===== src/rtl/alu_pkg.sv =====
// alu_pkg: shared definitions for the RV32 ALU issue controller.
//   - ALU op codes {funct7[5], funct3}
//   - major opcodes OPC_OP / OPC_OP_IMM
//   - controller state encoding
//   - decode helper mapping opcode/funct3/funct7 to an op and legality
package alu_pkg;

  localparam logic [3:0] OP_ADD  = 4'b0000;
  localparam logic [3:0] OP_SUB  = 4'b1000;
  localparam logic [3:0] OP_SLL  = 4'b0001;
  localparam logic [3:0] OP_SLT  = 4'b0010;
  localparam logic [3:0] OP_SLTU = 4'b0011;
  localparam logic [3:0] OP_XOR  = 4'b0100;
  localparam logic [3:0] OP_SRL  = 4'b0101;
  localparam logic [3:0] OP_SRA  = 4'b1101;
  localparam logic [3:0] OP_OR   = 4'b0110;
  localparam logic [3:0] OP_AND  = 4'b0111;

  localparam logic [6:0] OPC_OP     = 7'b0110011;
  localparam logic [6:0] OPC_OP_IMM = 7'b0010011;

  typedef enum logic [1:0] {
    IDLE  = 2'd0,
    SHIFT = 2'd1,
    DONE  = 2'd2
  } state_e;

  typedef struct packed {
    logic       illegal;
    logic       is_shift;
    logic [3:0] op;
  } dec_t;

  // OP-IMM carries an immediate in funct7, so only the shift encodings
  // look at it; the arithmetic-shift flag is the only bit that survives.
  function automatic dec_t decode_op(input logic [6:0] opcode,
                                     input logic [2:0] funct3,
                                     input logic [6:0] funct7);
    dec_t d;
    d.op       = {funct7[5], funct3};
    d.illegal  = 1'b0;
    d.is_shift = 1'b0;
    case (opcode)
      OPC_OP: begin
        if (funct7 == 7'b0000000) begin
          d.illegal = 1'b0;
        end else if ((funct7 == 7'b0100000) &&
                     ((funct3 == 3'b000) || (funct3 == 3'b101))) begin
          d.illegal = 1'b0;
        end else begin
          d.illegal = 1'b1;
        end
      end
      OPC_OP_IMM: begin
        d.op = {1'b0, funct3};
        case (funct3)
          3'b001: d.illegal = (funct7 != 7'b0000000);
          3'b101: begin
            if (funct7 == 7'b0000000) begin
              d.op = OP_SRL;
            end else if (funct7 == 7'b0100000) begin
              d.op = OP_SRA;
            end else begin
              d.illegal = 1'b1;
            end
          end
          default: d.illegal = 1'b0;
        endcase
      end
      default: d.illegal = 1'b1;
    endcase
    d.is_shift = !d.illegal &&
                 ((d.op == OP_SLL) || (d.op == OP_SRL) || (d.op == OP_SRA));
    return d;
  endfunction

endpackage


===== src/rtl/alu_core.sv =====
// alu_core: combinational datapath for the single-cycle (non-shift) ops.
// Ports:
//   op  in  4   ALU op code {funct7[5], funct3}
//   a   in  32  first operand
//   b   in  32  second operand
//   y   out 32  result (0 for shift or unknown codes)
module alu_core
  import alu_pkg::*;
(
  input  logic [3:0]  op,
  input  logic [31:0] a,
  input  logic [31:0] b,
  output logic [31:0] y
);

  // Op select for arithmetic, compare and logic operations.
  always_comb begin
    y = 32'd0;
    case (op)
      OP_ADD:  y = a + b;
      OP_SUB:  y = a - b;
      OP_SLT:  y = ($signed(a) < $signed(b)) ? 32'd1 : 32'd0;
      OP_SLTU: y = (a < b) ? 32'd1 : 32'd0;
      OP_XOR:  y = a ^ b;
      OP_OR:   y = a | b;
      OP_AND:  y = a & b;
      default: y = 32'd0;
    endcase
  end

endmodule


===== src/rtl/alu_seq_ctrl.sv =====
// alu_seq_ctrl: issue controller / sequencer for the RV32 integer ALU.
// Decodes OP/OP-IMM fields, executes non-shift ops in one cycle and runs
// shifts through a serial shifter moving SHIFT_STEP bits per cycle.
// Ports:
//   clk, reset          clock, synchronous active-high reset
//   in_valid/in_ready   instruction + operand handshake
//   opcode/funct3/funct7 decoded instruction fields
//   src_a/src_b         operands (src_b[4:0] is the shift amount)
//   out_valid/out_ready result handshake
//   result/illegal      registered result and illegal-encoding flag
//   busy                high while a shift is being sequenced
module alu_seq_ctrl
  import alu_pkg::*;
#(
  parameter int SHIFT_STEP = 1
) (
  input  logic        clk,
  input  logic        reset,
  input  logic        in_valid,
  output logic        in_ready,
  input  logic [6:0]  opcode,
  input  logic [2:0]  funct3,
  input  logic [6:0]  funct7,
  input  logic [31:0] src_a,
  input  logic [31:0] src_b,
  output logic        out_valid,
  input  logic        out_ready,
  output logic [31:0] result,
  output logic        illegal,
  output logic        busy
);

  localparam logic [5:0] STEP_W = 6'(SHIFT_STEP);

  state_e      state_r, state_nxt_s;
  logic [31:0] shreg_r, shifted_s, core_y_s, result_r;
  logic [5:0]  rem_r, rem_nxt_s, step_s, shamt_s;
  logic [3:0]  sop_r;
  logic        illegal_r, in_ready_s, accept_s, load_shift_s;
  dec_t        dec_s;

  assign dec_s        = decode_op(opcode, funct3, funct7);
  assign shamt_s      = {1'b0, src_b[4:0]};
  assign accept_s     = in_valid && in_ready_s;
  assign load_shift_s = accept_s && dec_s.is_shift && (shamt_s != 6'd0);

  alu_core u_core (
    .op (dec_s.op),
    .a  (src_a),
    .b  (src_b),
    .y  (core_y_s)
  );

  // Serial shifter step: last step may be shorter than SHIFT_STEP.
  always_comb begin
    step_s    = (rem_r < STEP_W) ? rem_r : STEP_W;
    rem_nxt_s = rem_r - step_s;
    shifted_s = shreg_r;
    case (sop_r)
      OP_SLL:  shifted_s = shreg_r << step_s;
      OP_SRL:  shifted_s = shreg_r >> step_s;
      OP_SRA:  shifted_s = $signed(shreg_r) >>> step_s;
      default: shifted_s = shreg_r;
    endcase
  end

  // State register.
  always_ff @(posedge clk) begin
    if (reset) begin
      state_r <= IDLE;
    end else begin
      state_r <= state_nxt_s;
    end
  end

  // Next-state logic; DONE with out_ready re-accepts with IDLE semantics.
  always_comb begin
    state_nxt_s = state_r;
    case (state_r)
      IDLE: begin
        if (accept_s) begin
          state_nxt_s = load_shift_s ? SHIFT : DONE;
        end else begin
          state_nxt_s = IDLE;
        end
      end
      SHIFT: begin
        if (rem_nxt_s == 6'd0) begin
          state_nxt_s = DONE;
        end else begin
          state_nxt_s = SHIFT;
        end
      end
      DONE: begin
        if (accept_s) begin
          state_nxt_s = load_shift_s ? SHIFT : DONE;
        end else if (out_ready) begin
          state_nxt_s = IDLE;
        end else begin
          state_nxt_s = DONE;
        end
      end
      default: state_nxt_s = IDLE;
    endcase
  end

  // Handshake/status outputs decoded from the state register.
  always_comb begin
    in_ready_s = 1'b0;
    out_valid  = 1'b0;
    busy       = 1'b0;
    case (state_r)
      IDLE:    in_ready_s = 1'b1;
      SHIFT:   busy       = 1'b1;
      DONE: begin
        out_valid  = 1'b1;
        in_ready_s = out_ready;
      end
      default: in_ready_s = 1'b0;
    endcase
    if (reset) begin
      in_ready_s = 1'b0;
    end else begin
      in_ready_s = in_ready_s;
    end
  end

  assign in_ready = in_ready_s;

  // Operand capture, serial shift sequencing and output register.
  always_ff @(posedge clk) begin
    if (reset) begin
      shreg_r   <= 32'd0;
      rem_r     <= 6'd0;
      sop_r     <= 4'd0;
      result_r  <= 32'd0;
      illegal_r <= 1'b0;
    end else if (accept_s) begin
      if (load_shift_s) begin
        shreg_r   <= src_a;
        rem_r     <= shamt_s;
        sop_r     <= dec_s.op;
        illegal_r <= 1'b0;
      end else begin
        // shamt=0 shifts pass src_a through unchanged.
        result_r  <= dec_s.illegal  ? 32'd0 :
                     dec_s.is_shift ? src_a : core_y_s;
        illegal_r <= dec_s.illegal;
      end
    end else if (state_r == SHIFT) begin
      shreg_r <= shifted_s;
      rem_r   <= rem_nxt_s;
      if (rem_nxt_s == 6'd0) begin
        result_r  <= shifted_s;
        illegal_r <= 1'b0;
      end
    end
  end

  assign result  = result_r;
  assign illegal = illegal_r;

endmodule

===== config.mk =====
export PLATFORM = sky130hd
export DESIGN_NAME = alu_seq_ctrl
export DESIGN_NICKNAME = d
export VERILOG_FILES = /design/src/rtl/alu_pkg.sv /design/src/rtl/alu_core.sv /design/src/rtl/alu_seq_ctrl.sv
export SDC_FILE = /design/constraint.sdc
export NUM_CORES = 1
export LEC_CHECK = 0
export ABC_AREA = 1
export CORE_AREA = 2 2 180 138
export CTS_CLUSTER_DIAMETER = 100
export DETAILED_ROUTE_END_ITERATION = 10
export DIE_AREA = 0 0 182 140
export GPL_TIMING_DRIVEN = 1
export HOLD_SLACK_MARGIN = 0.06
export PLACE_DENSITY = 0.83
export SYNTH_ARGS = -nofsm -noshare
export SYNTH_HDL_FRONTEND = slang
export SYNTH_HIERARCHICAL = 1
export SYNTH_SLANG_ARGS = --single-unit

===== constraint.sdc =====
create_clock -name clk -period 2.25 [get_ports clk]
set_input_delay 0.3375 -clock clk [delete_from_list [all_inputs] [get_ports clk]]
set_output_delay 0.3375 -clock clk [all_outputs]
set_load 0.02 [all_outputs]

==> results_dict.tcl <==
set metrics [dict create \
    gp_routability_congestion 1.08 \
    worst_slew_pin_slew_ns 0.596 \
    totalPowerFinal_mw 6.76 \
    cts_made_buffers 9 \
    crit_chain "clkbuf_2, inv_2, buf_4, ha_1, a21oi_1, nand2_2, nand2_1, nand2_2, buf_4, o21ai_1, a21oi_1, o21ai_2, inv_1, nand2_1, nand3_1, nand2_1, nor2_1, nor2_1" \
    rsz0062_at_grt "true" \
    final.setup_skew_ns 0.00702 \
    drt_iter0_markers 2368 \
    timing.critical_path.slowest_cell_delay_ns 0.50 \
    final-setup-viol-count 66 \
    synth.most_common_cell "nand2_1" \
    synth.top_cells.by_count "nand2_1 (701), inv_1 (451), nor2_1 (263)" \
    irDropWorstVdd_uv 403 \
    tritoncts "built" \
    finalCriticalPeriod_ns 2.60 \
    timing.critical_path.arrival_ns 2.86 \
    cts_max_path_buffers 2 \
    aggregate_global_route_resource_usage 0.420 \
    final_max_slew_viol_count 0 \
    critPathCaptureType "flip-flop" \
    io_buffer_count 120 \
    critPathLaunchType "input port" \
    average_cell_area_after_synthesis_sq_um 5.21 \
    grt_pass1_vias 15800 \
    first_pass_grt_wire_length_mm 84.6 \
    power-per-cell-area_mw_per_mm2 356 \
    hold_class "reg -> reg" \
    gr-total-overflow 0 \
    critical-path-slowest-cell "a21oi_1" \
    flip_flop_cell_with_the_highest_count_after_synthesis "dfxtp_1" \
    initial_utilization 0.491 \
    place_hpwl_mm 40.5 \
    die_outline_area_sq_mm 0.0255 \
    wl_per_cell_um 20.1 \
    cap_viol_max_count 0 \
    class_of_the_most_critical_setup_path "in -> reg" \
    final.period_utilization 1.15 \
    tritoncts_num_sinks 77 \
    synthesis.nets 2416 \
    async_flop_share 0 \
    cts.clk_slew.worst_paths_ns 0.06 \
    antenna_found_initial 0 \
    hold_slack_ns 0.472 \
    netlist.top_cell.by_area "nand2_1" \
    via_per_inst 5.84 \
    clkLatencyLatePin_ns 0.34 \
    critical_path.max_fanout 4 \
    postSynthRegisterBits 77 \
    core_region_area_sq_mm 0.0237 \
    syn-instance-count 2229 \
    cts-root-buf "clkbuf_16" \
    post_synth_instance_area_sq_mm 0.0116 \
    routed_wl_mm 60.7 \
    detailroute.via_count 17600 \
    cts_hold_repair_buffers 0 \
    worst-endpoint-required_ns 2.52 \
    maxClockFrequency_mhz 385 \
    yosys_warnings 6 \
    die-height_um 140 \
    layout_setup_ws_ns -0.345 \
    ys_seq_area_frac 0.133 \
    synth_edf_count 0 \
    final_layout_size_suffix_gt1_frac 0.394 \
    status "finished with violations" \
    hold_violations_final 0 \
    synth_cell_type_count 44 \
    leakage_nw 10.0 \
    cts-htree-levels 3 \
    violated_checks "setup timing" \
    die_w_um 182 \
    boundaryPins 121 \
    areaGrowthSynthToFinish_pct 63.2 \
    post_synth_main_area_contributors "nand2_1 (23%), inv_1 (15%), dfxtp_1 (13%)" \
    slew-limit-headroom 0.602 \
    row_count 49 \
    maximum_number_of_pins_on_one_net_before_global_route_repair 37 \
    synth_top_area_share 0.226 \
    final_antenna_net_count 0 \
    critical_path.most_common_cell "nand2_1" \
    drc_errors 0 \
    number_of_nets_at_the_end_of_the_flow 2892 \
    dr.pass1.iters 8 \
]
## what timing repair did
action	4_1_cts	5_1_grt
pin swaps	132	145
gates resized for setup	551	381
setup endpoints to repair	32	72
cloned	7	1
buffers inserted	47	32
## per-layer routing
metal  track usage  wire length, um  share of wire  vias up
met2         0.666            25700           0.42     1460
met4         0.221             4810          0.079        0
li1              -                -              -     7852
met3        0.0736             7580           0.12      399
met1         0.547            22600           0.37     7913
met5             0                0              0        -
## registers in the layout, indices dropped and copies added, names as in the netlist
signal	flops
illegal	1
rem_r	6
result	32
shreg_r	32
sop_r	4
state_r	2
## per-stage QoR
step / util / cells / TNS, ns / setup WS, ns / instance area [sq um]
2_1_floorplan: - / 2229 / 0 / 0.00749 / 11700
3_3_place_gp: 0.656 / 2914 / -27.81 / -1.04 / 15500
3_5_place_dp: 0.656 / 2914 / -28.93 / -0.964 / 15500
4_1_cts: 0.753 / 2983 / 0 / 0.00216 / 17800
5_1_grt: 0.801 / 3015 / -21.47 / -0.428 / 19000
6_report: 0.802 / 3016 / -5.20 / -0.345 / 19000
## path summary, 6_finish.rpt
| check | start | cells past startpoint | slack (ns) | end |
|---|---|---|---|---|
| max reg2reg | rem_r[0] | 16 | -0.16 | result[7] |
| max | src_b[2] | 18 | -0.35 | result[7] |
| min | shreg_r[5] | 2 | 0.47 | shreg_r[5] |
| min reg2reg | shreg_r[5] | 2 | 0.47 | shreg_r[5] |
## worst max-delay path, delay by kind of cell
kind            cells  cell delay (ns)
compound gates      4             0.88
buf+inv             5             0.53
fa+ha+maj           1             0.25
simple gates        8             0.86
## power by group
part           switching (mW)  total (mW)  internal [mW]  leakage (nW)
clock network           0.595        1.59          0.995         0.152
registers              0.0279        1.43           1.40         0.629
logic                    2.19        3.74           1.55          9.27
## layout make-up
cell class,count,area [sq um]
Sequential cell,77,1550
Clock inverter,4,72.6
Multi-Input combinational cell,1612,10300
Fill cell,1665,4700
Clock buffer,11,243
Timing Repair Buffer,547,4730
Tap cell,306,383
Inverter,458,1730
Antenna cell,1,2.50
## cell families after synthesis
kind of cell / Yosys count / synth area share
XOR/XNOR: 4 / 0.00301
adder cells (fa/ha/maj): 102 / 0.111
AND/OR/NAND/NOR: 1216 / 0.429
flip-flops: 77 / 0.133
AO/OA/AOI/OAI: 289 / 0.138
buffers and inverters: 541 / 0.186
## layout by cell type (no fill, tap or decap), drive strengths merged, types with 4 or more instances in the layout
cell / n
nand2: 706
o22ai: 31
a21oi: 107
o2111ai: 14
dlymetal6s2s: 4
nor4: 4
dlygate4sd2: 23
inv: 454
clkbuf: 51
nor2: 269
xor2: 4
clkdlybuf4s15: 13
a221oi: 5
clkdlybuf4s50: 39
o21bai: 7
buf: 428
or2: 6
clkinv: 5
dfxtp: 77
nor3: 16
nand3: 191
ha: 100
nand4: 17
o21ai: 118
No activity file was read; power rests on OpenSTA's default activity.
